<file path="src/rtl/pwm_angle_decoder.sv">
// Servo PWM pulse-width decoder: measures each high time and converts it to a 0-180 degree angle.
// Tracks lock (two consecutive good pulses), width errors and loss of signal.
module pwm_angle_decoder #(
  parameter int DUR_CLOCK_NUM = 1000000,
  parameter int DEGREE_MIN    = 25000,
  parameter int DEGREE_MAX    = 125000,
  parameter int WIDTH_TOL     = 5000,
  parameter int TIMEOUT       = 2000000
) (
  input  logic       clk,
  input  logic       reset,
  input  logic       pwm_in,
  output logic [7:0] angle,
  output logic       angle_valid,
  output logic       locked,
  output logic       err_width,
  output logic       timeout
);

  localparam int STEP = (DEGREE_MAX - DEGREE_MIN) / 180;
  localparam int HALF = STEP / 2;

  localparam logic [21:0] MIN_C      = 22'(DEGREE_MIN);
  localparam logic [21:0] MAX_C      = 22'(DEGREE_MAX);
  localparam logic [21:0] STEP_C     = 22'(STEP);
  localparam logic [21:0] HALF_C     = 22'(HALF);
  localparam logic [21:0] LO_LIM_C   = 22'(DEGREE_MIN - WIDTH_TOL);
  localparam logic [21:0] HI_LIM_C   = 22'(DEGREE_MAX + WIDTH_TOL);
  localparam logic [21:0] TMO_C      = 22'(TIMEOUT);
  localparam logic [21:0] TMO_LAST_C = 22'(TIMEOUT - 1);

  // Loss of signal must not be declared within one legal frame.
  if (TIMEOUT <= DUR_CLOCK_NUM) begin : g_bad_timeout
    $error("TIMEOUT must exceed DUR_CLOCK_NUM");
  end

  typedef enum logic [2:0] {
    S_WAIT_LOW,
    S_WAIT_RISE,
    S_HIGH,
    S_CHECK,
    S_DIV
  } state_t;

  state_t      state_q;
  logic        sync1_q, sync2_q, prev_q;
  logic [21:0] width_q, per_q, num_q;
  logic [8:0]  q_q;
  logic [1:0]  good_cnt_q;
  logic [7:0]  angle_q;
  logic        valid_q, locked_q, err_q, tmo_q;
  logic        rise, fall;
  logic [21:0] width_d;

  assign rise    = sync2_q & ~prev_q;
  assign fall    = ~sync2_q & prev_q;
  assign width_d = sat_inc(width_q);

  function automatic logic [21:0] sat_inc(input logic [21:0] v);
    return (v == '1) ? v : v + 22'd1;
  endfunction

  // Clamp to the legal range, then bias by half a step so the divide rounds half-up.
  function automatic logic [21:0] clamp_num(input logic [21:0] w);
    logic [21:0] c;
    if (w < MIN_C)      c = MIN_C;
    else if (w > MAX_C) c = MAX_C;
    else                c = w;
    return c - MIN_C + HALF_C;
  endfunction

  function automatic logic [7:0] angle_sat(input logic [8:0] v);
    return (v > 9'd180) ? 8'd180 : v[7:0];
  endfunction

  always_ff @(posedge clk) begin
    if (reset) begin
      state_q    <= S_WAIT_LOW;
      // Synchronizer preset high so a pulse in progress at reset never looks like a rise.
      sync1_q    <= 1'b1;
      sync2_q    <= 1'b1;
      prev_q     <= 1'b1;
      width_q    <= '0;
      per_q      <= '0;
      num_q      <= '0;
      q_q        <= '0;
      good_cnt_q <= '0;
      angle_q    <= 8'd90;
      valid_q    <= 1'b0;
      locked_q   <= 1'b0;
      err_q      <= 1'b0;
      tmo_q      <= 1'b0;
    end else begin
      sync1_q <= pwm_in;
      sync2_q <= sync1_q;
      prev_q  <= sync2_q;
      valid_q <= 1'b0;
      err_q   <= 1'b0;
      tmo_q   <= 1'b0;

      if (rise)                per_q <= '0;
      else if (per_q != TMO_C) per_q <= per_q + 22'd1;

      if (!rise && per_q == TMO_LAST_C) begin
        tmo_q      <= 1'b1;
        locked_q   <= 1'b0;
        good_cnt_q <= '0;
        state_q    <= S_WAIT_LOW;
      end else begin
        case (state_q)
          S_WAIT_LOW: begin
            if (!sync2_q) state_q <= S_WAIT_RISE;
          end
          S_WAIT_RISE: begin
            if (rise) begin
              width_q <= '0;
              state_q <= S_HIGH;
            end
          end
          S_HIGH: begin
            width_q <= width_d;
            if (fall) begin
              state_q <= S_CHECK;
            end else if (width_d > HI_LIM_C) begin
              err_q      <= 1'b1;
              locked_q   <= 1'b0;
              good_cnt_q <= '0;
              state_q    <= S_WAIT_LOW;
            end
          end
          S_CHECK: begin
            if (width_q < LO_LIM_C) begin
              err_q      <= 1'b1;
              locked_q   <= 1'b0;
              good_cnt_q <= '0;
              state_q    <= S_WAIT_RISE;
            end else begin
              num_q   <= clamp_num(width_q);
              q_q     <= '0;
              state_q <= S_DIV;
            end
          end
          S_DIV: begin
            if (num_q >= STEP_C) begin
              num_q <= num_q - STEP_C;
              q_q   <= q_q + 9'd1;
            end else begin
              angle_q <= angle_sat(q_q);
              valid_q <= 1'b1;
              if (good_cnt_q != 2'd2) good_cnt_q <= good_cnt_q + 2'd1;
              if (good_cnt_q != 2'd0) locked_q <= 1'b1;
              state_q <= S_WAIT_RISE;
            end
          end
          default: state_q <= S_WAIT_LOW;
        endcase
      end
    end
  end

  assign angle       = angle_q;
  assign angle_valid = valid_q;
  assign locked      = locked_q;
  assign err_width   = err_q;
  assign timeout     = tmo_q;

endmodule

</file>
<file path="config.mk">
export PLATFORM = sky130hd
export DESIGN_NAME = pwm_angle_decoder
export DESIGN_NICKNAME = d
export VERILOG_FILES = /design/src/rtl/pwm_angle_decoder.sv
export SDC_FILE = /design/constraint.sdc
export NUM_CORES = 1
export LEC_CHECK = 0
export ABC_AREA = 1
export BUFFER_PORTS_ARGS = -buffer_cell sky130_fd_sc_hd__buf_2
export CAP_MARGIN = 20
export CELL_PAD_IN_SITES_DETAIL_PLACEMENT = 0
export CELL_PAD_IN_SITES_GLOBAL_PLACEMENT = 2
export CORE_MARGIN = 10
export CORE_UTILIZATION = 25
export CTS_CLUSTER_DIAMETER = 50
export CTS_CLUSTER_SIZE = 16
export DETAILED_ROUTE_END_ITERATION = 12
export GPL_ROUTABILITY_DRIVEN = 0
export PLACE_DENSITY = 0.67
export SETUP_SLACK_MARGIN = 0.5
export SLEW_MARGIN = 20
export SYNTH_ARGS = -nofsm -noshare
export SYNTH_HDL_FRONTEND = slang
export SYNTH_SLANG_ARGS = --single-unit
export TNS_END_PERCENT = 5
</file>
<file path="constraint.sdc">
create_clock -name clk -period 2.95 [get_ports clk]
set_input_delay 0.1475 -clock clk [delete_from_list [all_inputs] [get_ports clk]]
set_output_delay 0.1475 -clock clk [all_outputs]
set_load 0.02 [all_outputs]
</file>
======== Yosys cells after proc, flatten, opt, wreduce, memory -nomap -nowiden ========
Index checks and enable logic that the tools add are counted.
W data, S select, Z words.
operators by class
  reduce and logical (&&, ||, !) cells .... 16
  mux-type cells .......................... 41
  order comparisons ....................... 6
  bitwise operators ....................... 7
  equal/unequal tests ..................... 19
  add/subtract/negate cells ............... 7
operators with widths
  kind                      number
  $mux W22                  10
  $pmux W22 S2              2
  $add A22 B1 Y22 const B   2
  $gt A22 B17 Y1 const B    2
  $lt A22 B15 Y1 const B    2
  $add A22 B9 Y22 const B   1
  $eq A22 B21 Y1 const B    1
  $eq A22 B22 Y1 const B    1
  $ge A22 B10 Y1 const B    1
  $ne A2 B2 Y1 const B      11
  $ne A22 B21 Y1 const B    1
  $sub A22 B10 Y22 const B  1
  $sub A22 B15 Y22 const B  1
  $mux W3                   6
  $mux W9                   2
  $pmux W9 S2               1
  $pmux W3 S5               1
  $reduce_and A6 Y1         2
  $mux W1                   10
  $mux W2                   5
  $add A9 B1 Y9 const B     1
  $gt A9 B8 Y1 const B      1
  $mux W8                   1
  $reduce_and A4 Y1         2
  other kinds (18)          28
word-level totals
  word-level logic and storage cells ...... 110
  register bits after elaboration ......... 95
  input bits .............................. 3

======== Longest topological paths before layout ========
  depth after elaboration ................. 11
  mapped depth ............................ 22
  depth with buffers taken out ............ 20

======== Least setup slack after synthesis ========
OpenSTA, ideal clock, no wires.
  path kind ............................... flip-flop to flip-flop
  start ................................... register width_q[16]
  end ..................................... register num_q[4]
  cell stages (with the launch flop) ...... 20
  path buffers ............................ 2
  arrival time ............................ 2.095 ns
  path slack .............................. 0.739 ns
  library setup time ...................... 0.116 ns
  path through ............................ dfxtp_1 -> buf_2 -> nand2_1 -> nor2_4 -> nand2_1 -> nor2_1 -> nand3_1 -> nand3_1 -> nand2_2 -> buf_6 -> nand2_1 -> nor2_1 -> ha_1 -> inv_1 -> nand3_2 -> or2_0 -> nand3_1 -> nand3_1 -> o211ai_1 -> inv_1
between the ends
  word-level cells in the longest chain between the ends .. 11
ends and longest elaborated chain
  element                   RTL line  RTL
  start: declaration        47        logic [21:0] width_q, per_q, num_q;
  start signal: assignment  121       width_q <= width_d;
  $gt A22 B17 Y1            67        else if (w > MAX_C) c = MAX_C;
  $mux W22                  67
  $mux W22                  66        if (w < MIN_C) c = MIN_C;
  $mux W22                  132       if (width_q < LO_LIM_C) begin
  $mux W22                  110       case (state_q)
  $mux W22                  104       if (!rise && per_q == TMO_LAST_C) begin
  $mux W22                  77        if (reset) begin
  $sub A22 B15 Y22          69        return c - MIN_C + HALF_C;
  $add A22 B9 Y22           69
  $mux W22                  132
  $pmux W22 S2              110
  end signal: assignment    138       num_q <= clamp_num(width_q);
  end signal: assignment    145       num_q <= num_q - STEP_C;
  end: declaration          47
Parallel ways exist; a longest one is shown, timed or not. The select of a mux whose other input is x is not followed.
A chain may end at the register's enable or synchronous reset.

======== Final worst setup path ========
  start ................................... register width_q[1]
  end ..................................... register good_cnt_q[1]
between the ends
  word-level cells in the longest chain between the ends .. 5
ends and longest elaborated chain
  element                                            RTL line  RTL
  $add A22 B1 Y22 or $eq A22 B22 Y1 (tied branches)  60        return (v == '1) ? v : v + 22'd1;
  $mux W22                                           60
  $gt A22 B17 Y1                                     124       end else if (width_d > HI_LIM_C) begin
  $ne A2 B2 Y1 (no line)                             --
  $reduce_and A6 Y1 (no line) *                      --
  end signal: assignment                             150       if (good_cnt_q != 2'd2) good_cnt_q <= good_cnt_q + 2'd1;
  end: declaration                                   49        logic [1:0] good_cnt_q;
Mark *: on every way between the ends. The rest lies on a longest branch, timed or not.

==> impl_metrics.json <==
{
  "status": "finished clean",
  "critPathCaptureType": "flop",
  "crit_start": "width_q[1]",
  "row_count": 58,
  "clkLatencyLatePin_ps": 360,
  "timing.setup.tns_ps": 0,
  "hold_depth": 2,
  "switching_share_pct": 28.8,
  "final_cells": 1412,
  "htreeDepth": 3,
  "finalSetupViolations": 0,
  "min_to": "angle_valid",
  "vias_per_cell": 4.69,
  "ir_drop_mv": 0.234,
  "pwr-share-comb_pct": 9.7,
  "maxCapViolations": 0,
  "fmax_mhz": 434,
  "cts_tree": "done",
  "cts_buffers": 9,
  "antenna_found_initial": 0,
  "layout_common_cells": "224 x nand2_1, 124 x nor2_1, 118 x inv_1",
  "hold_viol_final": 0,
  "clk_pin_slew_ps": 80,
  "antenna_cells": 0,
  "initialDrtViolationCount": 309,
  "gr-usage-all-layers_pct": 12.5,
  "syn-mean-instance-area_sq_um": 6.23,
  "layout_commonest_cell": "nand2_1",
  "crit_arrival_ps": 2590,
  "slew_headroom_pct": 59.9,
  "drive_above_1_share_pct": 19.6,
  "root_buffer": "clkbuf_16",
  "yosysWarnings": 0,
  "vias": 6627,
  "period_minus_slack_ps": 2300,
  "netlist_instances": 1031,
  "rsz0062_at_grt": "yes",
  "cp-start-kind": "flop",
  "p_leak_nw": 3.17,
  "firstDrtPassIters": 5,
  "synth_edf_count": 0,
  "place_hpwl_microns": 15600,
  "die_width_microns": 180,
  "first_global_vias": 6489,
  "ant_nets": 0,
  "grt_pass1_wl_microns": 34100,
  "p_int_mw": 2.01,
  "tightest_slew_ps": 596,
  "start_util_pct": 25.4,
  "power_density_nw_per_um2": 364,
  "portBuffers": 14,
  "core-area_sq_um": 25300,
  "hold_path_class": "input port to flop",
  "cts.sinks": 95,
  "final_max_slew_viol_count": 0,
  "p_sw_mw": 0.813,
  "rr_endpoint": "good_cnt_q[1]",
  "drcViolationCount": 0,
  "drt-total-wl_microns": 20500,
  "r2r_slack_ps": 650,
  "grt_max_degree": 25,
  "top_level_ports": 15,
  "synth_ff_type": "dfxtp_1",
  "fp.dieH_microns": 180,
  "seq_area_frac_synth_pct": 29.6,
  "synth_area_sq_um": 6420,
  "n_fill_cell": 2836,
  "grt_overflow": 0,
  "pwr-share-seq_pct": 46.5,
  "clock_path_buffers": 2,
  "dp.cells": 1371,
  "critPathKind": "flop to flop",
  "reg2reg_from": "width_q[1]",
  "hold_start": "reset",
  "synth_fp_nets": 1043,
  "path_max_fanout": 11,
  "synthArstFlopShare_pct": 0,
  "clockPowerShare_pct": 43.8,
  "dieArea_sq_um": 32500,
  "nets": 1089,
  "synth-seq-cells": 95,
  "synth_cell_type_count": 46,
  "area_delta_synth_final_pct": 20.8,
  "cp_data_required_time_ps": 3240,
  "wl_per_cell_microns": 14.5,
  "reg2reg_depth": 16,
  "fin_skew_ps": 15.6,
  "finalCritPeriodShare_pct": 78.1
}
## metal layers
layer,vias up,global-route usage (%),wire length [microns]
met1,3054,16.8,10300
met4,0,4.17,506
met3,24,1.75,452
li1,3474,-,-
met5,-,0,0
met2,75,19.9,9220
## worst max path at each step
stage                                to  slack (ps)  cells after the start
after detailed placement      num_q[16]         190                     17
after floorplan                num_q[4]         740                     19
final                     good_cnt_q[1]         650                     16
after CTS                        q_q[7]         460                     13
after global placement        num_q[16]         170                     17
after global routing          num_q[13]         470                     15
## cell usage after synthesis (2+ instances only)
cell type | count | area (sq um)
nand4_1 | 33 | 206
xnor2_1 | 4 | 35.0
buf_6 | 5 | 56.3
nor2_2 | 10 | 62.6
a21oi_2 | 2 | 17.5
nand2_1 | 234 | 878
nand3_2 | 9 | 90.1
a211oi_1 | 4 | 30.0
clkbuf_1 | 13 | 48.8
nand2_2 | 10 | 62.6
o21ai_2 | 3 | 26.3
a31oi_1 | 6 | 37.5
a21oi_1 | 86 | 430
or2_2 | 4 | 25.0
buf_2 | 10 | 50.1
xor2_1 | 15 | 131
ha_1 | 9 | 113
a22oi_1 | 6 | 45.0
buf_4 | 5 | 37.5
nand3_4 | 2 | 35.0
nor2_1 | 139 | 522
nand3b_1 | 3 | 22.5
nor2_4 | 6 | 67.6
o21ai_0 | 54 | 270
o211ai_1 | 6 | 45.0
o31ai_1 | 2 | 15.0
inv_1 | 128 | 480
dfxtp_1 | 95 | 1900
inv_2 | 4 | 15.0
nor3_1 | 28 | 140
nor4_1 | 2 | 12.5
nand3_1 | 75 | 375
o21ai_1 | 6 | 30.0
## cells by family (layout without fill, tap and decap cells)
group / count (synthesis) / count (layout) / synth area share (%)
adder cells (fa/ha/maj): 9 / 9 / 1.75
AND/OR/NAND/NOR: 561 / 562 / 39.7
XOR/XNOR: 19 / 19 / 2.59
buffers and inverters: 165 / 215 / 10.7
flip-flops: 95 / 95 / 29.6
AO/OA/AOI/OAI: 182 / 182 / 15.7
## repair_timing
item / 4_1_cts / 5_1_grt
cloned: 0 / 1
hold buffers: 1 / 0
endpoints found under the hold margin: 1 / 0
setup endpoints to repair: 43 / 60
gates resized for setup: 27 / 85
pin swaps: 4 / 15
buffers inserted: 4 / 19
## layout make-up
type | count | area, sq um | share of cell area [%]
multi-input cells | 772 | 4090 | 52.7
flip-flops and latches | 95 | 1940 | 25.1
inverters | 132 | 518 | 6.68
repair buffers | 67 | 493 | 6.36
well taps | 330 | 413 | 5.33
clock buffers | 10 | 239 | 3.08
clock inverters | 6 | 57.6 | 0.742
## worst max-delay path: stages, from the launching register on
cell	delay, ps
dfxtp_4	380
ha_4	160
inv_1	80
nor2_4	170
nand2_4	90
nor2_4	130
nand2_2	70
buf_6	160
nand2_2	100
nand4_1	120
nor2_2	220
nand3_2	160
nand3_4	130
nand3_2	80
nand2_1	70
inv_1	30
nor2_1	80
## power by group through the flow
| stage | registers, mW | logic [mW] | clock network (mW) |
|---|---|---|---|
| 2_1_floorplan | 1.35 | 0.183 | 0 |
| 3_3_place_gp | 1.35 | 0.260 | 0 |
| 3_5_place_dp | 1.35 | 0.251 | 0 |
| 4_1_cts | 1.32 | 0.260 | 1.29 |
| 5_1_grt | 1.32 | 0.309 | 1.33 |
| 6_report | 1.31 | 0.272 | 1.23 |
## through the flow
stage / area (sq um) / util [%] / total power, mW / setup slack, ps / hold WS, ps
2_1_floorplan: 6420 / - / 1.53 / 739 / 251
3_3_place_gp: 6930 / 27.4 / 1.61 / 174 / 337
3_5_place_dp: 6930 / 27.4 / 1.60 / 191 / 341
4_1_cts: 7350 / 29.1 / 2.86 / 464 / 170
5_1_grt: 7750 / 30.7 / 2.95 / 470 / 183
6_report: 7750 / 30.7 / 2.82 / 646 / 173
## flip-flops by register name, summed over array words and instances (netlist names), 2 cells and up
signal	flops
num_q	22
per_q	22
good_cnt_q	2
angle	8
q_q	9
state_q	3
width_q	22
(Power assumes the default switching activity.)
